<file path="config.mk">
export PLATFORM = sky130hd
export DESIGN_NAME = fpu_issue_queue
export DESIGN_NICKNAME = d
export VERILOG_FILES = /design/src/rtl/fpu_issue_queue.sv
export SDC_FILE = /design/constraint.sdc
export NUM_CORES = 1
export LEC_CHECK = 0
export CORE_UTILIZATION = 25
export DETAILED_ROUTE_END_ITERATION = 8
export PLACE_DENSITY = 0.55
export SLEW_MARGIN = 15
export SYNTH_ARGS = -nofsm -noshare
export SYNTH_HDL_FRONTEND = slang
export SYNTH_SLANG_ARGS = --single-unit
</file>
<file path="constraint.sdc">
create_clock -name i_w_clk -period 3.8 [get_ports i_w_clk]
set_clock_uncertainty 0.2 [all_clocks]
set_input_delay 0.76 -clock i_w_clk [delete_from_list [all_inputs] [get_ports i_w_clk]]
set_output_delay 0.76 -clock i_w_clk [all_outputs]
set_load 0.05 [all_outputs]
</file>
<file path="src/rtl/fpu_issue_queue.sv">
// fpu_issue_queue: command FIFO, issue register and result register placed
// around a combinational fpu. Results leave in command order, and every stage
// holds its contents while stalled by downstream backpressure.
module fpu_issue_queue #(
  parameter int DEPTH = 4,
  parameter int TAG_W = 4
) (
  input  logic                     i_w_clk,
  input  logic                     i_w_rst_n,
  input  logic                     i_w_cmd_valid,
  output logic                     o_w_cmd_ready,
  input  logic [31:0]              i_w_cmd_op1,
  input  logic [31:0]              i_w_cmd_op2,
  input  logic [2:0]               i_w_cmd_sel,
  input  logic [TAG_W-1:0]         i_w_cmd_tag,
  output logic [31:0]              o_w_fpu_op1,
  output logic [31:0]              o_w_fpu_op2,
  output logic [2:0]               o_w_fpu_sel,
  input  logic [31:0]              i_w_fpu_out,
  output logic                     o_w_res_valid,
  input  logic                     i_w_res_ready,
  output logic [31:0]              o_w_res_data,
  output logic [TAG_W-1:0]         o_w_res_tag,
  output logic [$clog2(DEPTH):0]   o_w_count
);

  localparam int AW = $clog2(DEPTH);
  localparam int CW = AW + 1;
  localparam logic [CW-1:0] FULL = CW'(DEPTH);

  typedef struct packed {
    logic [31:0]      op1;
    logic [31:0]      op2;
    logic [2:0]       sel;
    logic [TAG_W-1:0] tag;
  } cmd_t;

  cmd_t             mem_q [DEPTH];
  cmd_t             cmd_in;

  logic [AW-1:0]    wr_ptr_q, wr_ptr_d;
  logic [AW-1:0]    rd_ptr_q, rd_ptr_d;
  logic [CW-1:0]    count_q, count_d;
  logic             iss_valid_q, iss_valid_d;
  cmd_t             iss_q, iss_d;
  logic             res_valid_q, res_valid_d;
  logic [31:0]      res_data_q, res_data_d;
  logic [TAG_W-1:0] res_tag_q, res_tag_d;

  logic             push, pop, res_adv, iss_adv;

  // Handshake terms; ready depends only on registered occupancy
  always_comb begin
    cmd_in        = '{op1: i_w_cmd_op1, op2: i_w_cmd_op2,
                      sel: i_w_cmd_sel, tag: i_w_cmd_tag};
    o_w_cmd_ready = (count_q != FULL);
    push          = i_w_cmd_valid && o_w_cmd_ready;
    res_adv       = !res_valid_q || i_w_res_ready;
    iss_adv       = !iss_valid_q || res_adv;
    pop           = iss_adv && (count_q != '0);
  end

  // Next-state for pointers, occupancy, issue and result registers
  always_comb begin
    wr_ptr_d    = wr_ptr_q;
    rd_ptr_d    = rd_ptr_q;
    count_d     = count_q;
    iss_valid_d = iss_valid_q;
    iss_d       = iss_q;
    res_valid_d = res_valid_q;
    res_data_d  = res_data_q;
    res_tag_d   = res_tag_q;

    if (push) wr_ptr_d = wr_ptr_q + AW'(1);
    if (pop)  rd_ptr_d = rd_ptr_q + AW'(1);

    if (push && !pop)      count_d = count_q + CW'(1);
    else if (pop && !push) count_d = count_q - CW'(1);

    // Head is read from stored entries only, so a same-cycle push never bypasses
    if (iss_adv) begin
      if (pop) begin
        iss_d       = mem_q[rd_ptr_q];
        iss_valid_d = 1'b1;
      end else begin
        iss_valid_d = 1'b0;
      end
    end

    if (res_adv) begin
      res_data_d  = i_w_fpu_out;
      res_tag_d   = iss_q.tag;
      res_valid_d = iss_valid_q;
    end
  end

  // FIFO storage needs no reset: pointers and count define what is valid
  always_ff @(posedge i_w_clk) begin
    if (push) mem_q[wr_ptr_q] <= cmd_in;
  end

  // Control and datapath registers with asynchronous clear
  always_ff @(posedge i_w_clk or negedge i_w_rst_n) begin
    if (!i_w_rst_n) begin
      wr_ptr_q    <= '0;
      rd_ptr_q    <= '0;
      count_q     <= '0;
      iss_valid_q <= 1'b0;
      iss_q       <= '0;
      res_valid_q <= 1'b0;
      res_data_q  <= '0;
      res_tag_q   <= '0;
    end else begin
      wr_ptr_q    <= wr_ptr_d;
      rd_ptr_q    <= rd_ptr_d;
      count_q     <= count_d;
      iss_valid_q <= iss_valid_d;
      iss_q       <= iss_d;
      res_valid_q <= res_valid_d;
      res_data_q  <= res_data_d;
      res_tag_q   <= res_tag_d;
    end
  end

  // Outputs come straight from registers
  always_comb begin
    o_w_fpu_op1   = iss_q.op1;
    o_w_fpu_op2   = iss_q.op2;
    o_w_fpu_sel   = iss_q.sel;
    o_w_res_valid = res_valid_q;
    o_w_res_data  = res_data_q;
    o_w_res_tag   = res_tag_q;
    o_w_count     = count_q;
  end

endmodule
</file>
; ---- Word-level counts from Yosys, hierarchy flattened
; Memories as Yosys holds them, arrays and structs flattened. A register that Yosys moved wholly into a read port is not among the register bits.
; Cells that the tools add are included.
[totals]
register_bits = 45
word_cells = 32
inputBits = 107
mem_count = 1
mem_bits_rw = 284
out_inout_bits = 108
[op_classes]
muxes = 5
n_eq_ne = 1
addsub = 4
reduce_logical = 14
[mem_list]
columns = memory, words, width, read_ports, rd_ports_with_merged_regs, wr, line_no
row1 = mem_q, 4, 71, 1, 1, 1, 38  ; cmd_t mem_q [DEPTH];
[op_table]
columns = cell, n
row1 = $mux 3, 2
row2 = $logic_not 1->1, 5
row3 = $add 2x1->2 const B, 2
row4 = $logic_and 1x1->1, 4
row5 = $add 3x1->3 const B, 1
row6 = $mux 1, 3
row7 = $ne 3x3->1 const B, 1
row8 = $reduce_bool 3->1, 1
row9 = $sub 3x1->3 const B, 1
row10 = $logic_or 1x1->1, 2
row11 = $reduce_and 2->1, 1
row12 = $reduce_bool 2->1, 1

; ---- Logic depth before layout (Yosys ltp)
[logic_depth]
depth_word = 7
ltp_mapped = 11
mapped_depth_nobuf = 9

; ---- Worst setup path after synthesis
; Ideal clock, no wire load.
[synth_timing]
kind = flip-flop to flip-flop
from = register count_q[0] (netlist: o_w_count[0])
to = memory mem_q[0][0] (netlist name) (enable)
n_path_buf = 0
stages_incl_launch_ff = 4
setup_ns = 0.437
t_arrival_ns = 2.861
setup_slack_ns = 0.302
period_less_slack_ns = 3.498
required_ns = 3.163
cell_sequence = dfrtp_1 -> nor2_1 -> a21boi_2 -> and2_1
[synth_between]
elab_chain_cells = 4
[synth_lines]
columns = item, line_no
row1 = from (decl), 43  ; logic [CW-1:0] count_q, count_d;
row2 = from (signal assigned), 116  ; count_q <= count_d;
row3 = $ne 3x3->1, 56  ; o_w_cmd_ready = (count_q != FULL);
row4 = $logic_and 1x1->1, 57  ; push = i_w_cmd_valid && o_w_cmd_ready;
row5 = net push, 50  ; logic push, pop, res_adv, iss_adv;
row6 = $mux 1, 99  ; if (push) mem_q[wr_ptr_q] <= cmd_in;
row7 = $mux 1 (not written as such), 99
row8 = to (decl), 38
; The timed path passes the listed nets, and every way through them passes these cells.

; ---- Final worst setup path
[layout_timing]
from = register count_q[0] (netlist: o_w_count[0])
to = output o_w_cmd_ready
[layout_between]
elab_chain_cells = 1
[layout_lines]
columns = item, line_no
row1 = $ne 3x3->1, 56
row2 = to (decl), 11  ; output logic o_w_cmd_ready,
; Every way passes these cells.

==> results.py <==
metrics = {
    "critical_path": {
        "slowest_stage": "clkdlybuf4s50_1",
        "crit_family": "buffers and inverters",
        "cp.arrival_ns": 2.20,
        "critPathBufInv": 1,
        "slowest_delay_ns": 0.72,
        "cp_max_fo": 6,
        "crit_required_ns": 2.84,
        "critPathKind": "reg2out",
        "crit_chain": "nor2_1, nand2_1, clkdlybuf4s50_1",
        "setup.worst_path.start_class": "flip-flop",
        "endpoint_kind": "output pin",
    },
    "drt": {
        "avgViaCountPerCell": 4.080,
        "drc": 0,
        "ant_nets": 0,
        "routed-via-count": 6972,
        "wl_per_cell_um": 18.35,
        "wl_um": 31360,
        "drtPass1Iterations": 4,
        "drt_iter0_drc": 288,
    },
    "clock_tree": {
        "insertion_delay_ns": 0.56,
        "hold_buffers": 0,
        "cts_made_buffers": 46,
        "cts_tree": "done",
        "post_cts_resize_count": 0,
        "clk_pin_slew_worst_paths_ns": 0.06,
        "htreeDepth": 2,
        "cts_root_buf": "clkbuf_16",
        "cts.sinks": 400,
        "cts_setup_buffers": 0,
        "cts_buffer_depth": 3,
    },
    "floorplan": {
        "core_um2": 60250,
        "io_pins": 215,
        "die_area_um2": 61780,
        "die_y_um": 248.6,
        "rows": 90,
        "die_x_um": 248.6,
        "start_util": 0.2523,
    },
    "finish": {
        "nFillCells": 5764,
        "fin_util": 0.3211,
        "drive_above_1_share": 0.2977,
        "antenna_cells": 0,
        "nNetsFinal": 1004,
        "ff_latch_area_um2": 11440,
        "syn_to_final_growth_pct": 27.30,
        "multiInputGateArea_um2": 3080,
    },
    "timing": {
        "fmax_mhz": 316.1,
        "period_needed_ns": 3.163,
        "slew_viol_final": 0,
        "period_share": 0.8324,
        "rsz0062_at_grt": "false",
        "hold_violations": 0,
        "tightest_slew_ns": 0.7723,
        "fin_setup_tns_ns": 0,
        "final-setup-viol-count": 0,
        "slew_headroom": 0.4852,
    },
    "yosys": {
        "synth_most_common_cell": "edfxtp_1",
        "synthTopCellsByArea": "edfxtp_1 56%, dfrtp_1 19%, mux4_2 10%",
        "ys_ff_latch": 400,
        "ys.flop_type": "edfxtp_1",
        "yosys.area.top_type_share": 0.5611,
        "ys_warn_count": 0,
        "ys_seq_area_frac": 0.7521,
        "netlist_top_cells_count": "284 x edfxtp_1, 116 x dfrtp_1, 109 x mux2_2, 68 x mux4_2, 67 x buf_4",
        "syn-cell-area_um2": 15200,
        "yosys.area.top_type": "edfxtp_1",
        "synthCells": 705,
        "yosysUniqueCellTypes": 23,
        "ys_async_sr_fraction": 0.2900,
        "synth_fp_nets": 818,
        "syn_area_per_cell_um2": 21.56,
        "synth_edf_count": 284,
    },
    "grt": {
        "grt_pass1_vias": 7798,
        "overflow": 0,
        "grt_use_total": 0.1040,
        "grt_pass1_wl_um": 48610,
        "grt_antenna_before_repair": 0,
        "grt_max_degree": 73,
    },
    "min_path": {
        "holdCritPathClass": "in2async",
    },
    "power_and_ir_drop": {
        "powerDensity_nw_per_um2": 851.6,
        "ir_worst_vdd_mv": 0.4526,
        "p_leak_nw": 6.653,
    },
    "place": {
        "numPortBuffers": 214,
        "dp_hpwl_um": 18460,
        "gp_congestion": 0.6553,
    },
    "status": {
        "status": "complete, no violations",
    },
    "run": {
        "cap_viol_max_count": 0,
    },
}
==> logic make-up (layout without fill, tap and decap cells) <==
group / Yosys count / count (layout) / synth area share
AND/OR/NAND/NOR: 11 / 11 / 0.004198
multiplexers: 180 / 180 / 0.1867
flip-flops: 400 / 400 / 0.7521
buffers and inverters: 99 / 321 / 0.04610
XOR/XNOR: 6 / 6 / 0.003458
AO/OA/AOI/OAI: 3 / 3 / 0.001976
adder cells (fa/ha/maj): 6 / 6 / 0.005433
==> worst paths after layout <==
check	slack, ns	cells past startpoint	startpoint	end
min in group i_w_clk	0.28	1	iss_valid_q	o_w_res_valid
min reg2reg	0.28	1	iss_valid_q	o_w_res_valid
max	0.64	3	o_w_count[0]	o_w_cmd_ready
max reg2reg	1.27	3	rd_ptr_q[0]	o_w_fpu_op2[26]
min	0.03	1	i_w_rst_n	o_w_res_data[19]
max in group asynchronous	2.63	2	i_w_rst_n	o_w_fpu_sel[2]
==> per-layer routing <==
metal	GRT usage	vias up	wire length, µm
met1	0.1339	3643	13770
li1	-	3076	-
met4	0.04082	0	979
met3	0.02554	69	1554
met2	0.1684	184	15060
met5	0	-	0
==> through the flow <==
step	cell area (µm²)	total power [mW]	cells	setup WS [ns]	hold slack [ns]
5_1_grt	19350	17.31	1709	0.4563	0.05996
3_5_place_dp	17890	12.47	1625	0.8357	0.2606
4_1_cts	19350	16.85	1709	0.5305	0.02556
6_report	19350	16.48	1709	0.6367	0.02528
2_1_floorplan	15200	10.98	705	0.3018	0.2351
3_3_place_gp	17890	12.37	1625	0.8197	0.2489
==> sequential cells by signal, indices dropped and copies added, names as in the netlist, 3 cells and up <==
signal,cells
o_w_fpu_op1,32
o_w_fpu_sel,3
o_w_res_tag,4
mem_q,284
o_w_fpu_op2,32
iss_q,4
o_w_res_data,32
o_w_count,3
==> power by group <==
group / internal [mW] / switching (mW)
logic: 2.45 / 3.25
registers: 5.90 / 0.604
clock network: 2.53 / 1.74
==> placed cells by master, fill, tap and decap left out <==
cell type / n
dfrtp_4: 2
nand2b_1: 1
clkinv_1: 5
fa_1: 1
clkbuf_1: 9
bufinv_16: 3
buf_4: 12
nand2_1: 1
mux4_1: 3
xnor2_1: 2
buf_12: 7
clkinv_2: 12
dfrtp_1: 114
nand2b_2: 1
xor2_1: 4
nand3b_1: 2
clkinvlp_4: 2
inv_1: 4
a21boi_2: 1
clkdlybuf4s50_1: 213
inv_6: 2
nor2_1: 2
mux4_2: 68
and2_4: 4
buf_6: 1
clkbuf_16: 47
clkbuf_8: 3
mux2_2: 109
edfxtp_1: 284
o31a_2: 1
o311a_1: 1
ha_1: 5
clkinv_4: 1
==> layout make-up <==
class                           count  share of cell area
Clock buffer                       59             0.06467
Timing Repair Buffer              233              0.1227
Multi-Input combinational cell    206              0.1592
Sequential cell                   400              0.5912
Tap cell                          782             0.05057
Clock inverter                     25             0.01086
Inverter                            4           0.0007760
No activity file was read; power rests on OpenSTA's default activity.
